### config.mk
export PLATFORM = sky130hd
export DESIGN_NAME = ym_phase_gen
export DESIGN_NICKNAME = d
export VERILOG_FILES = /design/src/rtl/ym_phase_gen.sv
export SDC_FILE = /design/constraint.sdc
export NUM_CORES = 1
export LEC_CHECK = 0
export CORE_MARGIN = 2
export CORE_UTILIZATION = 50
export DETAILED_ROUTE_END_ITERATION = 16
export PLACE_DENSITY = 0.71
export REMOVE_ABC_BUFFERS = 1
export SYNTH_ARGS = -nofsm -noshare
export SYNTH_HDL_FRONTEND = slang
export SYNTH_SLANG_ARGS = --single-unit
### constraint.sdc
create_clock -name MCLK -period 2.45 [get_ports MCLK]
set_input_delay 0.735 -clock MCLK [delete_from_list [all_inputs] [get_ports MCLK]]
set_output_delay 0.735 -clock MCLK [all_outputs]
set_load 0.01 [all_outputs]
### src/rtl/ym_phase_gen.sv
// rtl/ym_phase_gen.sv - two-phase c1/c2 enable generator with programmable divisor and slot counter
module ym_phase_gen #(
    parameter int DIV_WIDTH  = 4,
    parameter int SLOT_COUNT = 24,
    parameter int SLOT_WIDTH = 5
) (
    input  logic                  MCLK,
    input  logic                  reset,
    input  logic                  run,
    input  logic [DIV_WIDTH-1:0]  div_cfg,
    input  logic                  ext_sync,
    output logic                  c1,
    output logic                  c2,
    output logic [SLOT_WIDTH-1:0] slot,
    output logic                  slot_last,
    output logic                  frame_sync
);

    localparam int PW = DIV_WIDTH + 1;
    localparam logic [SLOT_WIDTH-1:0] SLOT_LAST = SLOT_WIDTH'(SLOT_COUNT - 1);

    logic [PW-1:0]         pc_q, pc_d;
    logic [PW-1:0]         n_act_q, n_act_d;
    logic [PW-1:0]         n_cfg, half;
    logic                  wrap, adv;
    logic                  load_q;
    logic                  sp_q, sp_d;
    logic [SLOT_WIDTH-1:0] slot_q, slot_d;
    logic                  c1_q, c1_d;
    logic                  c2_q, c2_d;
    logic                  last_q, last_d;
    logic                  fs_q, fs_d;

    always_comb begin
        n_cfg = PW'(div_cfg) + PW'(2);
        half  = n_act_q >> 1;
        wrap  = (pc_q == n_act_q - PW'(1));
        adv   = run & (pc_q == half);

        pc_d = pc_q;
        if (run) begin
            pc_d = wrap ? '0 : pc_q + PW'(1);
        end

        // Divisor only changes on a period boundary so a running period is never stretched mid-way.
        n_act_d = n_act_q;
        if (load_q || (run && wrap)) begin
            n_act_d = n_cfg;
        end

        slot_d = slot_q;
        if (adv) begin
            if (sp_q || (slot_q == SLOT_LAST)) begin
                slot_d = '0;
            end else begin
                slot_d = slot_q + SLOT_WIDTH'(1);
            end
        end

        // A resync request arriving on the consuming edge survives for the following advance.
        sp_d   = ext_sync | (sp_q & ~adv);
        c1_d   = run & (pc_q == '0);
        c2_d   = adv;
        fs_d   = c1_d & (slot_q == '0);
        last_d = (slot_d == SLOT_LAST);
    end

    always_ff @(posedge MCLK) begin
        if (reset) begin
            pc_q    <= '0;
            n_act_q <= PW'(2);
            load_q  <= 1'b1;
            sp_q    <= 1'b0;
            slot_q  <= '0;
            c1_q    <= 1'b0;
            c2_q    <= 1'b0;
            last_q  <= 1'b0;
            fs_q    <= 1'b0;
        end else begin
            pc_q    <= pc_d;
            n_act_q <= n_act_d;
            load_q  <= 1'b0;
            sp_q    <= sp_d;
            slot_q  <= slot_d;
            c1_q    <= c1_d;
            c2_q    <= c2_d;
            last_q  <= last_d;
            fs_q    <= fs_d;
        end
    end

    assign c1         = c1_q;
    assign c2         = c2_q;
    assign slot       = slot_q;
    assign slot_last  = last_q;
    assign frame_sync = fs_q;

endmodule

==> results.json, run 1 <==
{
  "status": "completed",
  "syn_inst": 136,
  "io_pins": 17,
  "r2r_slack_ns": 0.49,
  "cts_resized": 0,
  "grt_pass1_wl_mm": 4.20,
  "min_path_type": "flop to flop",
  "cp_top_family": "buffers and inverters",
  "cts_max_level": 1,
  "portBuffers": 16,
  "cts.path.max_buffers": 2,
  "vdd.ir_drop.worst_mv": 0.344,
  "wirelength_mm": 2.52,
  "clk_latency_ns": 0.31,
  "ff2ff_path_depth": 6,
  "finalSetupViolations": 0,
  "yosysSeqAreaShare_pct": 34.6,
  "first_global_vias": 921,
  "fp.dieArea_um2": 2840,
  "r2r-start": "n_act_q[1]",
  "ant_nets": 0,
  "min_path_cells": 2,
  "tns_ns": 0,
  "drive_gt1_share_pct": 6.58,
  "row_count": 17,
  "fin_skew_ns": 0.00746,
  "cp.arrival_ns": 1.43,
  "dpl.hpwl_mm": 1.91,
  "drtIter0Drc": 24,
  "vias_per_cell": 5.72,
  "cp_max_fo": 10,
  "cts_num_sinks": 21,
  "worstHoldStart": "n_act_q[4]",
  "clkTransAtPathRegs_ns": 0.13,
  "syn_area_per_cell_um2": 8.93,
  "r2r-end": "n_act_q[1]",
  "postCtsSetupRepairBufs": 0,
  "cts_root_buf": "clkbuf_4",
  "coreArea_um2": 2250,
  "drc": 0,
  "ys.flop_type": "dfxtp_1",
  "crit_buf_inv": 1,
  "tightest_slew_ns": 0.528,
  "grt_use_total_pct": 20.8,
  "syn_area_um2": 1210,
  "ys_types": 34,
  "critPathLaunchType": "flop",
  "cap_violations": 0,
  "post-place-ws_ns": 0.143,
  "fin_crit_ns": 2.16,
  "setup_ws_ns": 0.285,
  "synth-edff-count": 0,
  "die_x_um": 53.3,
  "cts_tree": "built",
  "layout_common_cells": "dfxtp_1 (21), clkdlybuf4s50_1 (16), xnor2_1 (11)",
  "crit_required_ns": 1.71,
  "gp_congestion": 0.815,
  "final_common_cell": "dfxtp_1",
  "initial_core_util_pct": 53.9,
  "diodes": 0,
  "p_per_area_nw_per_um2": 514,
  "fmax_mhz": 462,
  "crit_type": "flop to output pin",
  "wl_per_cell_um": 14.0,
  "rsz0062_at_grt": "no",
  "cts_made_buffers": 3,
  "worstHoldEndpoint": "n_act_q[4]",
  "hold_viol_final": 0,
  "n_fill_cell": 220,
  "antenna_found_initial": 0,
  "power.leakage_nw": 0.524,
  "syn2layout_area_growth_pct": 15.8,
  "finalCritPeriodShare_pct": 88.4,
  "grt-ovfl-total": 0,
  "fp.dieH_um": 53.3,
  "layout.nets": 167,
  "vias": 1029,
  "maxSlewViolCount": 0,
  "async_flop_share_pct": 0,
  "slowest_delay_ns": 0.60,
  "first_pass_iters": 4,
  "hold_buffers": 0,
  "synth-seq-cells": 21,
  "crit_chain": "clkdlybuf4s50_1",
  "max_slew_margin_pct": 64.4,
  "crit_path_top_delay_cell": "clkdlybuf4s50_1",
  "worst_setup_path_end_kind": "output pin",
  "grt_max_degree": 13,
  "yosysWarnings": 0
}
-- layout make-up --
type	count	area [um^2]	share of cell area (%)
multi-input cells	98	699	49.7
flip-flops and latches	21	420	29.9
repair buffers	20	190	13.5
well taps	28	35.0	2.49
inverters	9	33.8	2.40
clock buffers	3	22.5	1.60
clock inverters	1	5.00	0.356
-- synth_stat cells, types with 2 or more instances --
cell      instances  area (um^2)
xnor2_1          11         96.3
nand3_1           6         30.0
clkbuf_1          3         11.3
nand4b_1          4         35.0
nand2_1          10         37.5
a21oi_1           7         35.0
nand4_1           4         25.0
inv_1             8         30.0
ha_1              6         75.1
mux2i_1           6         60.1
o21ai_1           3         15.0
dfxtp_1          21          420
or4_1             2         15.0
xor2_1            6         52.6
o31ai_1           4         30.0
nor3_1            2         10.0
nor2_1           10         37.5
and4b_1           2         20.0
nor2b_1           3         18.8
buf_6             4         45.0
-- flip-flops by register name, indices dropped and copies added (netlist names) --
register,cells
c1,1
frame_sync,1
load_q,1
n_act_q,5
sp_q,1
slot,5
slot_last,1
pc_q,5
c2,1
-- layer usage --
layer / up-vias / global-route usage (%) / share of wire, %
met4: 0 / 11.1 / 2.4
met1: 484 / 25.9 / 43
met3: 6 / 3.11 / 4.0
met5: - / 0 / 0
met2: 31 / 34.2 / 50
li1: 508 / - / -
-- through the flow --
step                hold slack [ns]  instance area, um^2  util [%]  instances  power, mW
floorplan                     0.475                 1150         -        128      0.496
global placement              0.496                 1380      61.2        176      0.549
detailed placement            0.500                 1380      61.2        176      0.558
CTS                           0.518                 1410      62.4        180      0.726
global route                  0.543                 1410      62.4        180      0.766
finish                        0.514                 1410      62.4        180      0.724
-- logic make-up (layout without fill, tap and decap cells) --
logic type / count (synthesis) / in the layout / synth area share, %
xor gates and xnor gates: 17 / 17 / 12.3
DFF: 21 / 21 / 34.6
and+or+nand+nor: 50 / 50 / 23.6
muxes: 6 / 6 / 4.94
buffers and inverters: 17 / 33 / 7.83
AOI/OAI and AO/OA: 19 / 19 / 10.6
adders and majority gates: 6 / 6 / 6.18
-- power breakdown --
group | switching, mW | internal (mW) | total (mW) | leakage (nW)
Sequential | 0.0264 | 0.360 | 0.387 | 0.172
Combinational | 0.0876 | 0.0765 | 0.164 | 0.335
Clock | 0.112 | 0.0610 | 0.173 | 0.0177
Total | 0.226 | 0.498 | 0.724 | 0.524
-- how the worst max path moves through the flow --
stage	slack (ns)	depth (start not counted)	endpoint	start
after floorplan	0.70	6	n_act_q[0]	n_act_q[0]
after global placement	0.19	5	slot_last	run
after detailed placement	0.14	5	slot_last	run
after CTS	0.28	1	slot[2]	slot[2]
after global routing	0.22	1	slot[2]	slot[2]
final	0.29	1	slot[2]	slot[2]
No activity file was read; power rests on OpenSTA's default activity.
==> run 2, diff against run 1 <==
Settings changed: CTS_CLUSTER_SIZE set to 40.
==> results of run 2 <==
The final DEF is identical to that of run 1; final timing and power are the same.
==> run 3, diff against run 2 <==
--- a/config.mk
+++ b/config.mk
@@ -13,2 +13,3 @@
 export REMOVE_ABC_BUFFERS = 1
+export SKIP_CTS_REPAIR_TIMING = 1
 export SYNTH_ARGS = -nofsm -noshare
--- a/constraint.sdc
+++ b/constraint.sdc
@@ -3,2 +3,2 @@
 set_output_delay 0.735 -clock MCLK [all_outputs]
-set_load 0.01 [all_outputs]
+set_load 0.1 [all_outputs]
==> run 3 against run 2 <==
Effect of this change: sequential cell count unchanged; hold slack better by 0.0097 ns; final cell count unchanged; clock-buffer cell count unchanged; worst setup slack improved by 0.048 ns; clock skew shrank 0.0042 ns; core utilization is 1.0 points lower; sequential power about the same; die area is the same; critical endpoint is now slot_last; highest routed layer unchanged.
==> results.json, run 3 (synthesis results as in run 1) <==
{
  "drive_gt1_share_pct": 12.5,
  "wirelength_mm": 2.41,
  "coreArea_um2": 2250,
  "fmax_mhz": 472,
  "max_slew_margin_pct": 63.6,
  "cp.arrival_ns": 2.35,
  "tightest_slew_ns": 0.540,
  "p_per_area_nw_per_um2": 544,
  "maxSlewViolCount": 0,
  "layout_common_cells": "dfxtp_1 (21), buf_4 (13), xnor2_1 (11)",
  "first_global_vias": 946,
  "grt_busiest_layer": "met2",
  "crit_buf_inv": 1,
  "final_common_cell": "dfxtp_1",
  "finalCritPeriodShare_pct": 86.4,
  "grtUsageMet2_pct": 34.0,
  "vdd.ir_drop.worst_mv": 0.355,
  "worst_setup_path_end_kind": "flop",
  "min_path_type": "flop to flop",
  "crit_start": "run",
  "clkTransAtPathRegs_ns": 0.12,
  "antenna_found_initial": 0,
  "crit_type": "input pin to flop",
  "wl_per_cell_um": 13.4,
  "fin_cells": 180,
  "grt_max_degree": 13,
  "power.leakage_nw": 0.542,
  "clk_latency_ns": 0.30,
  "rsz0062_at_grt": "no",
  "syn2layout_area_growth_pct": 13.9,
  "fp.dieH_um": 53.3,
  "critPathLaunchType": "input pin",
  "grt_pass1_wl_mm": 4.02,
  "crit_chain": "clkdlybuf4s50_1, nor2b_1, nand2_1, or4_1, a22oi_1",
  "first_pass_iters": 4,
  "ff2ff_path_depth": 6,
  "fp.dieArea_um2": 2840,
  "setup_ws_ns": 0.333,
  "finalSetupViolations": 0,
  "placedCellCount": 176,
  "portBuffers": 16,
  "r2r-end": "n_act_q[3]",
  "grt_use_total_pct": 19.6,
  "cts_max_level": 1,
  "ant_nets": 0,
  "r2r-start": "n_act_q[1]",
  "cap_violations": 0,
  "gp_congestion": 0.805,
  "row_count": 17,
  "tns_ns": 0,
  "io_pins": 17,
  "initial_core_util_pct": 53.9,
  "drtIter0Drc": 12,
  "grt_use_met3_pct": 2.54,
  "grtUsageMet1_pct": 23.8,
  "diodes": 0,
  "status": "completed",
  "cts.path.max_buffers": 2,
  "cp_max_fo": 7,
  "slowest_delay_ns": 0.61,
  "hold_viol_final": 0,
  "cts_root_buf": "clkbuf_4",
  "cts_tree": "built",
  "fin_crit_ns": 2.12,
  "dpl.hpwl_mm": 1.82,
  "crit_required_ns": 2.68,
  "worstSetupPathDepth": 5,
  "drc": 0,
  "vias": 987,
  "grt-ovfl-total": 0,
  "layout.nets": 167,
  "fin_skew_ns": 0.00325,
  "post-place-ws_ns": 0.0303,
  "crit_end": "slot_last",
  "cts_made_buffers": 3,
  "cp_top_family": "simple AND/OR/NAND/NOR gates",
  "cts_num_sinks": 21,
  "crit_path_top_delay_cell": "clkdlybuf4s50_1",
  "r2r_slack_ns": 0.56,
  "die_x_um": 53.3,
  "vias_per_cell": 5.48
}
==> run 3: cell types whose count changed in the layout (fill, tap and decap cells not counted) <==
cell,previous run,this run
buf_4,4,13
clkdlybuf4s50_1,16,7
==> run 3: worst min-delay path by stage <==
| stage | start | to | slack, ns | cells past startpoint |
|---|---|---|---|---|
| after global placement | n_act_q[4] | n_act_q[4] | 0.50 | 2 |
| final | n_act_q[4] | n_act_q[4] | 0.52 | 2 |
| after global routing | n_act_q[0] | n_act_q[0] | 0.56 | 2 |
| after floorplan | n_act_q[4] | n_act_q[4] | 0.48 | 2 |
| after detailed placement | n_act_q[4] | n_act_q[4] | 0.51 | 2 |
| after CTS | n_act_q[4] | n_act_q[4] | 0.53 | 2 |
==> run 3: layout make-up <==
cell class	count	area [um^2]
Fill cell	210	871
Multi-Input combinational cell	98	699
Inverter	9	33.8
Timing Repair Buffer	20	168
Clock inverter	1	5.00
Sequential cell	21	420
Tap cell	28	35.0
Clock buffer	3	22.5
==> run 3: report_power, final <==
part | switching, mW | internal [mW] | leakage, nW
registers | 0.0264 | 0.360 | 0.172
logic | 0.125 | 0.0741 | 0.352
clock network | 0.106 | 0.0608 | 0.0177
total | 0.258 | 0.495 | 0.542
==> run 3: worst register-to-register path, stage by stage, from the launching register on <==
cell and delay (ns):
dfxtp_1 0.42, inv_1 0.07, ha_1 0.29, xor2_1 0.14, nand3_1 0.13, o41a_1 0.57, mux2i_1 0.16
==> run 3: routing by layer <==
layer | up-vias | part of all wire, %
li1 | 507 | -
met1 | 461 | 45
met2 | 17 | 51
met3 | 2 | 2.7
met4 | 0 | 1.1
met5 | - | 0
==> run 3: metrics by stage <==
stage / utilization, % / area [um^2] / power [mW] / hold WS (ns)
2_1_floorplan: - / 1150 / 0.535 / 0.475
3_3_place_gp: 60.2 / 1360 / 0.588 / 0.499
3_5_place_dp: 60.2 / 1360 / 0.593 / 0.511
4_1_cts: 61.4 / 1380 / 0.761 / 0.528
5_1_grt: 61.4 / 1380 / 0.798 / 0.563
6_report: 61.4 / 1380 / 0.753 / 0.524
